===== src/rtl/code_check_ctrl.sv =====
// ---------------------------------------------------------------------------
// code_check_ctrl
//
// Sequencing controller for the 4-press button code receiver. It arms the
// receiver, waits for a complete 4-digit entry, then compares the entry
// against the CODE secret one digit at a time. The compare stops at the first
// wrong digit, so time-to-fail reveals how many leading digits matched; this
// leak is the point of the timing-attack demo. The pass/fail indication is
// then held for RESULT_CYCLES and the receiver is re-armed.
//
// Parameters
//   CODE           secret; digit k is CODE[2k+1:2k], digit 0 is the first press
//   CHECK_CYCLES   cycles spent comparing each digit (>= 1)
//   RESULT_CYCLES  cycles unlock/fail is held (>= 1)
//   TIMEOUT_CYCLES idle cycles after a partial entry before abandoning it
//                  (0 disables the timeout)
//
// Ports
//   clk            system clock, single domain
//   reset          synchronous, active-high
//   rx_done        receiver has captured 4 presses
//   rx_code        receiver's captured digits, 2 bits each
//   rx_activity    one-cycle pulse per accepted press
//   rx_clear       synchronous clear to the receiver, one cycle per re-arm
//   unlock         entry matched; held RESULT_CYCLES
//   fail           entry mismatched; held RESULT_CYCLES
//   busy           high while comparing or holding a result
//   digits_matched leading digits matched on the last compare, 0..4
//   attempt_count  completed compares since reset, saturating at 255
// ---------------------------------------------------------------------------
module code_check_ctrl #(
    parameter logic [7:0]  CODE           = 8'b10_01_00_10,
    parameter int unsigned CHECK_CYCLES   = 4,
    parameter int unsigned RESULT_CYCLES  = 50_000_000,
    parameter int unsigned TIMEOUT_CYCLES = 500_000_000
) (
    input  logic       clk,
    input  logic       reset,
    input  logic       rx_done,
    input  logic [7:0] rx_code,
    input  logic       rx_activity,
    output logic       rx_clear,
    output logic       unlock,
    output logic       fail,
    output logic       busy,
    output logic [2:0] digits_matched,
    output logic [7:0] attempt_count
);

    localparam int unsigned CNT_W  = (CHECK_CYCLES   > 1) ? $clog2(CHECK_CYCLES)   : 1;
    localparam int unsigned RES_W  = (RESULT_CYCLES  > 1) ? $clog2(RESULT_CYCLES)  : 1;
    localparam int unsigned IDLE_W = (TIMEOUT_CYCLES > 1) ? $clog2(TIMEOUT_CYCLES) : 1;

    localparam logic [CNT_W-1:0]  CNT_LAST  = CNT_W'(CHECK_CYCLES - 1);
    localparam logic [RES_W-1:0]  RES_LAST  = RES_W'(RESULT_CYCLES - 1);
    localparam logic [IDLE_W-1:0] IDLE_LAST =
        IDLE_W'((TIMEOUT_CYCLES == 0) ? 32'd0 : TIMEOUT_CYCLES - 1);
    localparam logic              TIMEOUT_EN = (TIMEOUT_CYCLES != 0);

    typedef enum logic [1:0] {
        S_CLEAR   = 2'd0,
        S_WAIT    = 2'd1,
        S_COMPARE = 2'd2,
        S_RESULT  = 2'd3
    } state_e;

    state_e             state_q;
    logic               rx_clear_q;
    logic               unlock_q;
    logic               fail_q;
    logic               busy_q;
    logic [2:0]         digits_matched_q;
    logic [7:0]         attempt_q;
    logic [7:0]         code_q;
    logic [1:0]         digit_q;
    logic [CNT_W-1:0]   cnt_q;
    logic [RES_W-1:0]   res_cnt_q;
    logic [IDLE_W-1:0]  idle_q;
    logic               seen_q;

    logic [1:0]         entry_digit;
    logic [1:0]         secret_digit;
    logic               digit_match;

    // Current digit under test; value 2'b11 can never be a valid press.
    always_comb begin
        entry_digit  = code_q[{digit_q, 1'b0} +: 2];
        secret_digit = CODE[{digit_q, 1'b0} +: 2];
        digit_match  = (entry_digit != 2'b11) && (entry_digit == secret_digit);
    end

    // Controller state, counters and registered outputs.
    always_ff @(posedge clk) begin
        if (reset) begin
            state_q          <= S_CLEAR;
            rx_clear_q       <= 1'b1;
            unlock_q         <= 1'b0;
            fail_q           <= 1'b0;
            busy_q           <= 1'b0;
            digits_matched_q <= 3'd0;
            attempt_q        <= 8'd0;
            code_q           <= 8'd0;
            digit_q          <= 2'd0;
            cnt_q            <= '0;
            res_cnt_q        <= '0;
            idle_q           <= '0;
            seen_q           <= 1'b0;
        end else begin
            case (state_q)
                S_CLEAR: begin
                    // Receiver clears on this edge; we are armed from here on.
                    rx_clear_q <= 1'b0;
                    seen_q     <= 1'b0;
                    idle_q     <= '0;
                    state_q    <= S_WAIT;
                end

                S_WAIT: begin
                    // rx_done beats both a press and a timeout in the same cycle.
                    if (rx_done) begin
                        code_q  <= rx_code;
                        digit_q <= 2'd0;
                        cnt_q   <= '0;
                        busy_q  <= 1'b1;
                        state_q <= S_COMPARE;
                    end else if (rx_activity) begin
                        seen_q <= 1'b1;
                        idle_q <= '0;
                    end else if (seen_q) begin
                        if (TIMEOUT_EN && (idle_q == IDLE_LAST)) begin
                            rx_clear_q <= 1'b1;
                            state_q    <= S_CLEAR;
                        end else begin
                            idle_q <= idle_q + IDLE_W'(1);
                        end
                    end
                end

                S_COMPARE: begin
                    if (cnt_q == CNT_LAST) begin
                        if (!digit_match) begin
                            fail_q           <= 1'b1;
                            digits_matched_q <= {1'b0, digit_q};
                            res_cnt_q        <= '0;
                            state_q          <= S_RESULT;
                            if (attempt_q != 8'hFF) begin
                                attempt_q <= attempt_q + 8'd1;
                            end
                        end else if (digit_q == 2'd3) begin
                            unlock_q         <= 1'b1;
                            digits_matched_q <= 3'd4;
                            res_cnt_q        <= '0;
                            state_q          <= S_RESULT;
                            if (attempt_q != 8'hFF) begin
                                attempt_q <= attempt_q + 8'd1;
                            end
                        end else begin
                            digit_q <= digit_q + 2'd1;
                            cnt_q   <= '0;
                        end
                    end else begin
                        cnt_q <= cnt_q + CNT_W'(1);
                    end
                end

                S_RESULT: begin
                    if (res_cnt_q == RES_LAST) begin
                        unlock_q   <= 1'b0;
                        fail_q     <= 1'b0;
                        busy_q     <= 1'b0;
                        rx_clear_q <= 1'b1;
                        state_q    <= S_CLEAR;
                    end else begin
                        res_cnt_q <= res_cnt_q + RES_W'(1);
                    end
                end

                default: begin
                    rx_clear_q <= 1'b1;
                    state_q    <= S_CLEAR;
                end
            endcase
        end
    end

    assign rx_clear       = rx_clear_q;
    assign unlock         = unlock_q;
    assign fail           = fail_q;
    assign busy           = busy_q;
    assign digits_matched = digits_matched_q;
    assign attempt_count  = attempt_q;

endmodule


===== config.mk =====
export PLATFORM = sky130hd
export DESIGN_NAME = code_check_ctrl
export DESIGN_NICKNAME = d
export VERILOG_FILES = /design/src/rtl/code_check_ctrl.sv
export SDC_FILE = /design/constraint.sdc
export NUM_CORES = 1
export LEC_CHECK = 0
export BUFFER_PORTS_ARGS = -buffer_cell sky130_fd_sc_hd__clkbuf_2
export CAP_MARGIN = 20
export CORE_UTILIZATION = 35
export CTS_BUF_LIST = sky130_fd_sc_hd__clkbuf_8
export DETAILED_ROUTE_END_ITERATION = 7
export PLACE_DENSITY = 0.51
export SLEW_MARGIN = 20
export SYNTH_ARGS = -nofsm -noshare
export SYNTH_HDL_FRONTEND = slang
export SYNTH_SLANG_ARGS = --single-unit

===== constraint.sdc =====
create_clock -name clk -period 2.2 [get_ports clk]
set_clock_uncertainty 0.15 [all_clocks]
set_input_delay 0.11 -clock clk [delete_from_list [all_inputs] [get_ports clk]]
set_output_delay 0.11 -clock clk [all_outputs]
set_load 0.005 [all_outputs]

; ---- Word level (Yosys, flattened, before mapping)
; Index checks and enable logic that the tools add are counted.
[word_totals]
in_bits = 12
ff_bits = 85
output_inout_bits = 15
[classes]
shift = 2
n_addsub = 5
reduce_logical = 19
n_mux = 52
n_eq_ne = 32
[op_table]
columns = op, n
row1 = 29-bit two-way mux, 4
row2 = 26-bit two-way mux, 4
row3 = 29-bit case mux with 2 select lines, 1
row4 = 26-bit case mux with 2 select lines, 1
row5 = 2-bit two-way mux, 15
row6 = 29-bit by 1-bit adder with 29-bit output (second input constant), 1
row7 = 29-bit == test (second input constant), 1
row8 = 2-bit != test (second input constant), 14
row9 = 26-bit by 1-bit adder with 26-bit output (second input constant), 1
row10 = 26-bit == test (second input constant), 1
row11 = 8-bit two-way mux, 3
row12 = 3-bit != test (second input constant), 8
row13 = 4-bit AND reduction, 4
row14 = 1-bit two-way mux, 14
row15 = 6-bit AND reduction, 2
row16 = 5-bit AND reduction, 2
row17 = 3-bit AND reduction, 3
row18 = 8-bit by 1-bit adder with 8-bit output (second input constant), 1
row19 = 2-bit == test (second input constant), 4
row20 = 8-bit != test (second input constant), 1
row21 = 1-bit case mux with 2 select lines, 4
row22 = 2-bit case mux with 2 select lines, 2
row23 = 2-bit case mux with 4 select lines, 1
row24 = 2-bit nonzero test, 4
row25 = 12 further kinds, 14

; ---- Logic depth before layout (Yosys ltp)
; Gate-level depths: netlist of the first run.
[depth]
word_depth = 6
depth_mapped = 9

; ---- Worst setup path after synthesis of the first run
; Ideal clock, no wire load.
[synth_timing]
path_type = reg2reg
from = reg digit_q[0]
to = reg res_cnt_q[18]
arrival_ps = 2208
path_buffers = 1
path_stages_with_launch = 8
setup_ps = 59
slack_ps = -218
path_cell_list = dfxtp_1 -> mux4_1 -> or2_1 -> nor3_2 -> o21ai_2 -> buf_6 -> or4_1 -> nand2_1
[synth_between]
elab_chain_len = 6
elab_cells_between_ends = 11
[synth_lines]
columns = item, line_no
row1 = "start, declared", 75  ; logic [1:0] digit_q;
row2 = "start signal, assigned", 158  ; digit_q <= digit_q + 2'd1;
row3 = 8-bit by 4-bit indexed part select with 2-bit output (on tied branches), "87, 88"
row4 = 2-bit != test / 2-bit == test (equally long branches), 89  ; digit_match = (entry_digit != 2'b11) && (entry_digit == secret_digit);
row5 = 1-bit logical AND, 89
row6 = 26-bit two-way mux, 141  ; if (!digit_match) begin
row7 = 26-bit two-way mux, 140  ; if (cnt_q == CNT_LAST) begin
row8 = 26-bit case mux with 2 select lines, 109  ; case (state_q)
row9 = "end signal, assigned", 174  ; res_cnt_q <= res_cnt_q + RES_W'(1);
row10 = "end, declared", 77  ; logic [RES_W-1:0] res_cnt_q;
; Parallel ways exist; a longest one is shown, timed or not. The select of a mux whose other input is x is not followed.
; A chain may end at the register's enable or synchronous reset.

; ---- Final worst setup path of the first run
[layout_timing]
from = reg digit_q[0]
to = reg res_cnt_q[4]
; The elaborated chain is that of the path after synthesis.

==> impl_metrics.csv, run 1 <==
group,metric,value,unit
clock_tree,cts_buffer_depth,2,
clock_tree,cts_tree,"yes",
yosys,syn_area_per_cell,8.377,µm²
pwr,power,3.253,mW
timing,fin_ws,-239.1,ps
worst_setup_path,path_class,"reg2reg",
hold_path,hold_class,"in2reg",
pwr,ir_drop,0.0003193,V
clock_tree,clk_pin_slew,90,ps
routing,viasPerCell,5.273,
pwr,powerDensity,562.9,mW/mm²
floorplan,io_pins,27,
worst_setup_path,worst-path-buf-inv,2,
worst_setup_path,crit_path_end_kind,"flop",
routing,vias,4055,
global_route,grt_antenna_before_repair,0,
yosys,synth_area,0.004289,mm²
yosys,syn_nets,530,
timing,drv_slew,0,
worst_setup_path,path_max_fanout,8,
yosys,synth_cell_type_count,62,
placed_design,place_inst,730,
routing,drt-initial-drc-count,162,
timing,finalHoldViolCount,0,
global_route,grt-ovfl-total,0,
timing,setup-violations-final,41,
worst_setup_path,cp_cell_sequence,"mux4_2, or2_4, o22a_1, buf_12, buf_4, o211ai_4, xor2_1, nor2_1",
yosys,ys_ff_latch,85,
floorplan,die_area,0.01270,mm²
cells_and_area,fin_nets,635,
clock_tree,cts_num_sinks,85,
timing,tightestPinTransition,544.5,ps
floorplan,num_rows,40,
yosys,synth-edff-count,0,
clock_tree,cts_buffers,9,
cells_and_area,syn_to_final_growth,34.74,%
routing,drc,0,
yosys,ys_seq_area_share,39.67,%
placed_design,dp_hpwl,7590,µm
global_route,grt_max_degree,31,
placed_design,io_buffers,26,
routing,wirelength,11040,µm
timing,timing.hold.ws,105.5,ps
yosys,synthCells,512,
worst_setup_path,r2r_setup_slack,-240,ps
worst_setup_path,slowest_stage,"mux4_2",
global_route,grt_pass1_wl,18010,µm
timing,rsz0062_at_grt,"true",
placed_design,pre_cts_slack,-242.7,ps
cells_and_area,drive_gt1_share,29.74,%
routing,wl_per_cell,14.35,µm
worst_setup_path,cp.required,2310,ps
timing,period_share,110.9,%
floorplan,die_w,112.7,µm
run_status,violations,"setup timing",
timing,fmax,410.0,MHz
floorplan,initial_core_util,35.86,%
global_route,gr-usage-all-layers,17.74,%
run_status,status,"finished, violations left",
routing,dr.pass1.iters,4,
cells_and_area,layout.cells.non_filler,769,
floorplan,core-area,0.01196,mm²
worst_setup_path,cp_data_arrival_time,2550,ps
flow_run,cap_viol_max_count,0,
clock_tree,clock_latency,370,ps
yosys,synth_ff_type,"dfxtp_1",
placed_design,gp_congestion,0.7579,
worst_setup_path,crit_family,"multiplexers",
worst_setup_path,startpoint_type,"flop",
clock_tree,htree_levels,3,
timing,post-route-min-period,2439,ps
timing,maxSlewHeadroom,63.70,%
routing,postRouteAntennaNets,0,
floorplan,die_h,112.7,µm
pwr,total_leakage_power,2.050,nW
worst_setup_path,slowest_delay,500,ps
yosys,ys_warn_count,0,
cells_and_area,antennaDiodeCount,0,
global_route,grt_pass1_vias,3798,
cells_and_area,final_core_util,48.32,%
yosys,async_flop_share,0,%
clock_tree,cts-root-buf,"clkbuf_8",
power by group:
part / internal, mW / switching [mW]
logic: 0.130 / 0.160
registers: 1.56 / 0.0230
clock network: 0.786 / 0.597
synthesized netlist by cell type (2+ instances only):
cell type	n	share of area [%]
mux4_2	2	1.1
ha_1	6	1.8
o31ai_1	3	0.53
or2_2	6	0.88
a311oi_1	2	0.41
or3_1	25	3.6
buf_2	2	0.23
a31oi_1	3	0.44
buf_6	3	0.79
nor2b_1	2	0.29
xor2_1	8	1.6
nand4_1	14	2.0
a2111oi_0	6	1.2
nor4bb_1	3	0.70
and4_1	5	1.0
nor3_1	6	0.70
nor2_1	48	4.2
and3_1	10	1.5
o21a_1	2	0.35
a32oi_1	2	0.41
dfxtp_1	85	40
and2_1	4	0.58
mux2i_1	3	0.70
nand2_1	54	4.7
or4_1	8	1.4
inv_1	13	1.1
nand3_1	25	2.9
a21oi_1	47	5.5
nor4b_1	5	1.0
a22oi_1	2	0.35
o211ai_1	7	1.2
o21ai_0	30	3.5
o21ai_1	2	0.23
nand2b_1	8	1.2
clkbuf_1	17	1.5
xnor2_1	14	2.9
a211oi_1	2	0.35
o21bai_1	2	0.35
o211ai_2	3	0.88
final cells by class:
class	instances	area, µm²
multi-input cells	390	2638
inverters	14	52.55
clock buffers	10	137.6
fillers	1153	6182
flip-flops and latches	85	1719
well taps	147	183.9
clock inverters	6	110.1
repair buffers	117	938.4
cells by family after synthesis:
| kind of cell | share of synthesized area, % |
|---|---|
| AND/OR/NAND/NOR | 27.68 |
| AO/OA/AOI/OAI | 19.66 |
| flip-flops | 39.67 |
| buffers and inverters | 3.996 |
| XOR/XNOR | 4.872 |
| multiplexers | 2.363 |
| adder cells (fa/ha/maj) | 1.750 |
sequential cells by signal (all words and copies together), names as in the netlist, named ones only:
signal	count
res_cnt_q	26
digit_q	2
attempt_count	8
cnt_q	2
fail	1
seen_q	1
digits_matched	3
state_q	1
rx_clear	1
idle_q	29
code_q	8
busy	1
unlock	1
metal layers:
metal	part of all wire [%]	track usage, %
met5	0	0
met4	1.5	7.644
met3	1.7	2.625
met2	49	30.00
met1	48	22.54
worst paths after layout:
| path | start | to | depth (start not counted) |
|---|---|---|---|
| worst max-delay path | digit_q[0]$_SDFFE_PP0P_ | res_cnt_q[4]$_SDFFE_PP0P_ | 8 |
| worst max register to register | digit_q[0]$_SDFFE_PP0P_ | res_cnt_q[4]$_SDFFE_PP0P_ | 8 |
| worst min-delay path | rx_activity | seen_q$_SDFFE_PP0P_ | 4 |
| worst min register to register | code_q[3]$_SDFFE_PP0P_ | code_q[3]$_SDFFE_PP0P_ | 2 |
cell usage in the layout, fill, tap and decap left out, types with 8 or more instances in the layout:
cell and count:
clkbuf_8 10, or4_1 8, xor2_1 8, dfxtp_1 77, a21oi_1 40, buf_4 71
nand2_1 54, inv_1 14, xnor2_1 14, or3_1 24, nor2_1 45, nand4_1 14
dlygate4sd3_1 9, o21ai_0 27, and3_1 10, nand3_1 24, clkbuf_2 26
worst min-delay path: cells and delay by family:
family | cells | cell delay, ps
and+or+nand+nor | 2 | 190
AOI/OAI and AO/OA | 1 | 130
buffers and inverters | 1 | 170
what timing repair did:
item | 4_1_cts | 5_1_grt
setup buffers | 4 | 10
endpoints found under the setup margin | 45 | 56
pin swaps | 14 | 18
hold buffers | 9 | 0
gates cloned | 0 | 2
endpoints found under the hold margin | 9 | 0
resized for setup | 15 | 48
stage by stage:
step	setup TNS, ps	cell area [µm²]
finish	-6297	5779
global route	-11060	5779
CTS	-6352	5503
detailed placement	-5895	5066
global placement	-4255	5066
floorplan	-917.2	4314
Power figures use the tool's default switching activity.
==> run 2, diff against run 1 <==
--- a/config.mk
+++ b/config.mk
@@ -7,10 +7,11 @@
 export LEC_CHECK = 0
 export BUFFER_PORTS_ARGS = -buffer_cell sky130_fd_sc_hd__clkbuf_2
 export CAP_MARGIN = 20
+export CORE_MARGIN = 2
 export CORE_UTILIZATION = 35
 export CTS_BUF_LIST = sky130_fd_sc_hd__clkbuf_8
 export DETAILED_ROUTE_END_ITERATION = 7
-export PLACE_DENSITY = 0.51
+export PLACE_DENSITY = 0.49
 export SLEW_MARGIN = 20
 export SYNTH_ARGS = -nofsm -noshare
 export SYNTH_HDL_FRONTEND = slang
==> constraint.sdc (replaced) <==
create_clock -name clk -period 2.8 [get_ports clk]
set_clock_uncertainty 0.15 [all_clocks]
set_input_delay 0.14 -clock clk [delete_from_list [all_inputs] [get_ports clk]]
set_output_delay 0.14 -clock clk [all_outputs]
set_load 0.005 [all_outputs]
==> run 2 against run 1 <==
  * The run now ends clean
  * Non-clock buffer count shrank 69
  * Power fell by 32%
  * Clock-buffer cell count rose by 1
  * Sequential power decreased by 21%
  * Clock power is 43% lower
  * Critical endpoint is now res_cnt_q[25]$_SDFFE_PP0P_
==> impl_metrics.csv, run 2 (synthesis gave the netlist of run 1 again) <==
group,metric,value,unit
worst_setup_path,cp.required,2960,ps
timing,drv_slew,0,
cells_and_area,final_cell_mix,"dfxtp_1 (84), nand2_1 (54), nor2_1 (48)",
timing,tightestPinTransition,564.0,ps
global_route,grt_antenna_before_repair,0,
global_route,grt_pass1_vias,3459,
pwr,total_leakage_power,1.622,nW
clock_tree,post-cts-setup-buffers,0,
routing,viasPerCell,5.375,
routing,postRouteAntennaNets,0,
routing,dr.pass1.iters,4,
worst_setup_path,cp_data_arrival_time,2730,ps
floorplan,die_w,114.7,µm
placed_design,dp_hpwl,6938,µm
worst_setup_path,path_max_fanout,13,
worst_setup_path,path_class,"reg2reg",
clock_tree,htree_levels,3,
floorplan,initial_core_util,35.71,%
floorplan,die_h,114.7,µm
timing,post-route-min-period,2575,ps
routing,wl_per_cell,13.82,µm
cells_and_area,syn_to_final_growth,12.89,%
clock_tree,cts_tree,"yes",
routing,wirelength,9658,µm
clock_tree,cts_buffer_depth,2,
floorplan,die_area,0.01316,mm²
hold_path,hold_class,"in2reg",
pwr,powerDensity,454.9,mW/mm²
global_route,grt_pass1_wl,16870,µm
timing,fmax,388.3,MHz
timing,rsz0062_at_grt,"false",
clock_tree,cts_buffers,9,
routing,drt-initial-drc-count,162,
global_route,gr-usage-all-layers,16.10,%
global_route,grt_max_degree,27,
placed_design,io_buffers,26,
flow_run,cap_viol_max_count,0,
timing,setup_tns,0,ps
timing,period_share,91.97,%
clock_tree,cts-root-buf,"clkbuf_8",
floorplan,num_rows,40,
global_route,grt-ovfl-total,0,
pwr,power,2.203,mW
worst_setup_path,crit_path_end_kind,"flop",
cells_and_area,final_common_cell,"dfxtp_1",
worst_setup_path,startpoint_type,"flop",
clock_tree,cts_num_sinks,85,
cells_and_area,top_regs,"idle_q x29, res_cnt_q x26",
routing,vias,3757,
cells_and_area,largest_reg_flops,29,
clock_tree,clock_latency,370,ps
floorplan,core-area,0.01201,mm²
routing,drc,0,
cells_and_area,drive_gt1_share,13.41,%
timing,setup-violations-final,0,
cells_and_area,fin_nets,565,
run_status,status,"complete, no violations",
timing,finalHoldViolCount,0,
placed_design,gp_congestion,0.7566,
floorplan,io_pins,27,
cells_and_area,top_register,"idle_q",
pwr,ir_drop,0.0002090,V
timing,maxSlewHeadroom,61.87,%
clock_tree,clk_pin_slew,90,ps
cells_and_area,antennaDiodeCount,0,
[run 2: changes by cell type in the layout (fill, tap and decap cells not counted), sizes merged]
cell / delta
buf: -67
bufinv: -3
clkinv: +1
clkinvlp: -1
dlygate4sd3: -1
inv: +2
o2111ai: -1
[run 2: where the power goes]
part / leakage (nW) / total, mW / switching, mW / internal (mW)
sequential: 0.687 / 1.25 / 0.0199 / 1.23
combinational: 0.830 / 0.168 / 0.103 / 0.0650
clock: 0.104 / 0.790 / 0.432 / 0.357
total: 1.62 / 2.20 / 0.555 / 1.65
[run 2: path summary, 6_finish.rpt]
path	start	endpoint	slack, ps	cells after the start
max	digit_q[0]$_SDFFE_PP0P_	res_cnt_q[25]$_SDFFE_PP0P_	220	7
min	reset	code_q[6]$_SDFFE_PP0P_	20	2
max reg2reg	digit_q[0]$_SDFFE_PP0P_	res_cnt_q[25]$_SDFFE_PP0P_	220	7
min reg2reg	code_q[7]$_SDFFE_PP0P_	code_q[7]$_SDFFE_PP0P_	320	2
[run 2: layer usage]
layer | part of all wire, % | track usage, %
met1 | 51 | 22.45
met2 | 45 | 24.50
met3 | 2.2 | 2.541
met4 | 2.1 | 7.470
met5 | 0 | 0
[run 2: critical path, stage by stage, from the launching register on]
cell and delay (ps):
dfxtp_2 400, mux4_2 540, xor2_2 190, o22a_1 240, buf_4 200, o2111ai_4 220
or3_1 400, a21oi_1 140
[run 2: repair_timing]
action,in CTS,in global routing
hold endpoints to repair,8,0
resized for setup,0,1
setup endpoints to repair,0,4
hold buffers,8,0
[run 2: layout make-up]
type	count	area (µm²)
Fill cell	1238	7169
Multi-Input combinational cell	389	2416
Inverter	14	52.55
Clock inverter	5	20.02
Sequential cell	85	1703
Timing Repair Buffer	48	315.3
Tap cell	147	183.9
Clock buffer	11	151.4
[run 2: per-stage QoR]
step / hold slack, ps / std cells / util, % / area [µm²] / setup slack (ps)
2_1_floorplan: 126.0 / 512 / - / 4289 / 382.5
3_3_place_gp: 214.5 / 675 / 38.21 / 4589 / 194.8
3_5_place_dp: 219.3 / 675 / 38.21 / 4589 / 144.0
4_1_cts: 3.662 / 699 / 40.30 / 4841 / 121.6
5_1_grt: 46.25 / 699 / 40.31 / 4842 / 63.16
6_report: 24.12 / 699 / 40.31 / 4842 / 224.8
==> run 3, diff against run 2 <==
--- a/config.mk
+++ b/config.mk
@@ -6,13 +6,14 @@
 export NUM_CORES = 1
 export LEC_CHECK = 0
 export BUFFER_PORTS_ARGS = -buffer_cell sky130_fd_sc_hd__clkbuf_2
-export CAP_MARGIN = 20
+export CAP_MARGIN = 30
 export CORE_MARGIN = 2
 export CORE_UTILIZATION = 35
 export CTS_BUF_LIST = sky130_fd_sc_hd__clkbuf_8
 export DETAILED_ROUTE_END_ITERATION = 7
+export MAX_ROUTING_LAYER = met4
 export PLACE_DENSITY = 0.49
-export SLEW_MARGIN = 20
+export SLEW_MARGIN = 15
 export SYNTH_ARGS = -nofsm -noshare
 export SYNTH_HDL_FRONTEND = slang
 export SYNTH_SLANG_ARGS = --single-unit
==> run 3 against run 2 <==
  * Combinational power is essentially flat
  * Die area unchanged
  * Critical path depth stayed put
  * Largest power group unchanged
==> impl_metrics.csv, run 3 (synthesis gave the netlist of run 1 again) <==
group,metric,value,unit
cells_and_area,final_cell_mix,"dfxtp_1 (84), nand2_1 (54), nor2_1 (48)",
worst_setup_path,reg2reg_from,"digit_q[0]$_SDFFE_PP0P_",
global_route,grt-ovfl-total,0,
cells_and_area,final_common_cell,"dfxtp_1",
timing,fmax,388.2,MHz
hold_path,hold_depth,2,
clock_tree,cts-root-buf,"clkbuf_8",
cells_and_area,top_regs,"idle_q x29, res_cnt_q x26",
placed_design,io_buffers,26,
worst_setup_path,path_max_fanout,13,
clock_tree,cts_num_sinks,85,
routing,drt-initial-drc-count,156,
timing,rsz0062_at_grt,"false",
floorplan,die_h,114.7,µm
hold_path,hold_class,"in2reg",
pwr,power,2.201,mW
worst_setup_path,slowest_stage,"mux4_2",
pwr,ir_drop,0.0002086,V
timing,drv_slew,0,
hold_path,hold_start,"reset",
worst_setup_path,worst-path-buf-inv,1,
clock_tree,clk_pin_slew,90,ps
worst_setup_path,r2r-end,"res_cnt_q[25]$_SDFFE_PP0P_",
clock_tree,htree_levels,3,
clock_tree,cts_buffers,9,
pwr,clock_power_share,35.8,%
floorplan,core-area,0.01201,mm²
global_route,grt_antenna_before_repair,0,
flow_run,cap_viol_max_count,0,
cells_and_area,stdcell_area,0.004842,mm²
cells_and_area,syn_to_final_growth,12.89,%
timing,period_share,92.00,%
routing,vias,3735,
global_route,grt_max_degree,27,
worst_setup_path,startpoint_type,"flop",
hold_path,min_to,"code_q[7]$_SDFFE_PP0P_",
floorplan,die_area,0.01316,mm²
clock_tree,cts_tree,"yes",
placed_design,place_inst,675,
timing,tightestPinTransition,558.9,ps
routing,wirelength,9667,µm
worst_setup_path,crit_path_end_kind,"flop",
pwr,intPower,1.648,mW
floorplan,die_w,114.7,µm
clock_tree,post-cts-setup-buffers,0,
pwr,powerDensity,454.6,mW/mm²
cells_and_area,drive_gt1_share,13.41,%
worst_setup_path,cp_cell_sequence,"mux4_2, xor2_2, o22a_1, buf_4, o2111ai_4, or3_1, a21oi_1",
global_route,gr-usage-all-layers,16.58,%
worst_setup_path,slowest_delay,540,ps
pwr,p_switching,0.5535,mW
cells_and_area,antennaDiodeCount,0,
worst_setup_path,cp.required,2960,ps
placed_design,dp_hpwl,6938,µm
timing,maxSlewHeadroom,62.21,%
timing,setup_tns,0,ps
global_route,grt_pass1_vias,3459,
routing,wl_per_cell,13.83,µm
pwr,combPwrFrac,7.6,%
pwr,total_leakage_power,1.622,nW
cells_and_area,fin_nets,565,
placed_design,pre_cts_slack,144.0,ps
timing,setup-violations-final,0,
placed_design,dpl_cell_area,0.004589,mm²
routing,viasPerCell,5.343,
routing,postRouteAntennaNets,0,
cells_and_area,final_core_util,40.31,%
timing,finalHoldViolCount,0,
placed_design,gp_congestion,0.7665,
clock_tree,cts_buffer_depth,2,
routing,drc,0,
worst_setup_path,path_class,"reg2reg",
timing,timing.hold.ws,26.63,ps
floorplan,initial_core_util,35.71,%
floorplan,io_pins,27,
pwr,pwr-share-seq,56.6,%
pwr,p_sw_share,25.14,%
clock_tree,clock_latency,370,ps
timing,post-route-min-period,2576,ps
cells_and_area,top_register,"idle_q",
worst_setup_path,crit_cells,7,
routing,dr.pass1.iters,4,
worst_setup_path,cp_data_arrival_time,2730,ps
worst_setup_path,r2r_cells,7,
timing,fin_ws,224.0,ps
floorplan,num_rows,40,
worst_setup_path,r2r_setup_slack,220,ps
worst_setup_path,crit_family,"compound AO/OA/AOI/OAI gates",
cells_and_area,layout.cells.non_filler,699,
cells_and_area,largest_reg_flops,29,
run_status,status,"complete, no violations",
global_route,grt_pass1_wl,16870,µm
## run 3: cell counts in the layout (fill, tap and decap cells not counted)
Identical to the previous run, type by type.
## run 3: worst max-delay path by stage
stage | slack [ps] | end | start
after global placement | 190 | res_cnt_q[25]$_SDFFE_PP0P_ | digit_q[0]$_SDFFE_PP0P_
after global routing | 60 | res_cnt_q[25]$_SDFFE_PP0P_ | digit_q[0]$_SDFFE_PP0P_
after CTS | 120 | res_cnt_q[25]$_SDFFE_PP0P_ | digit_q[0]$_SDFFE_PP0P_
after detailed placement | 140 | res_cnt_q[25]$_SDFFE_PP0P_ | digit_q[0]$_SDFFE_PP0P_
after floorplan | 380 | res_cnt_q[18]$_SDFFE_PP0P_ | digit_q[0]$_SDFFE_PP0P_
final | 220 | res_cnt_q[25]$_SDFFE_PP0P_ | digit_q[0]$_SDFFE_PP0P_
## run 3: per-layer routing
metal,vias to the layer above,global-route usage (%),share of wire (%)
met1,1743,22.42,51
met4,0,7.470,2.0
met2,42,24.50,44
met5,-,-,0
li1,1938,-,-
met3,12,2.541,2.0
## run 3: power groups by stage
stage	sequential, mW	combinational (mW)	clock (mW)
floorplan	1.26	0.117	0
global placement	1.27	0.160	0
detailed placement	1.27	0.161	0
CTS	1.25	0.170	0.830
global route	1.25	0.189	0.871
finish	1.25	0.168	0.788
## run 3: final cells by class
type,count,area (µm²)
clock buffer,11,151.4
clock inverter,5,20.02
sequential,85,1703
multi-input combinational,389,2416
fill,1238,7169
tap,147,183.9
inverter,14,52.55
timing repair buffer,48,315.3
## run 3: what timing repair did
item / in CTS / in global routing
resized for setup: 0 / 1
setup endpoints to repair: 0 / 4
hold buffers: 8 / 0
hold endpoints to repair: 8 / 0
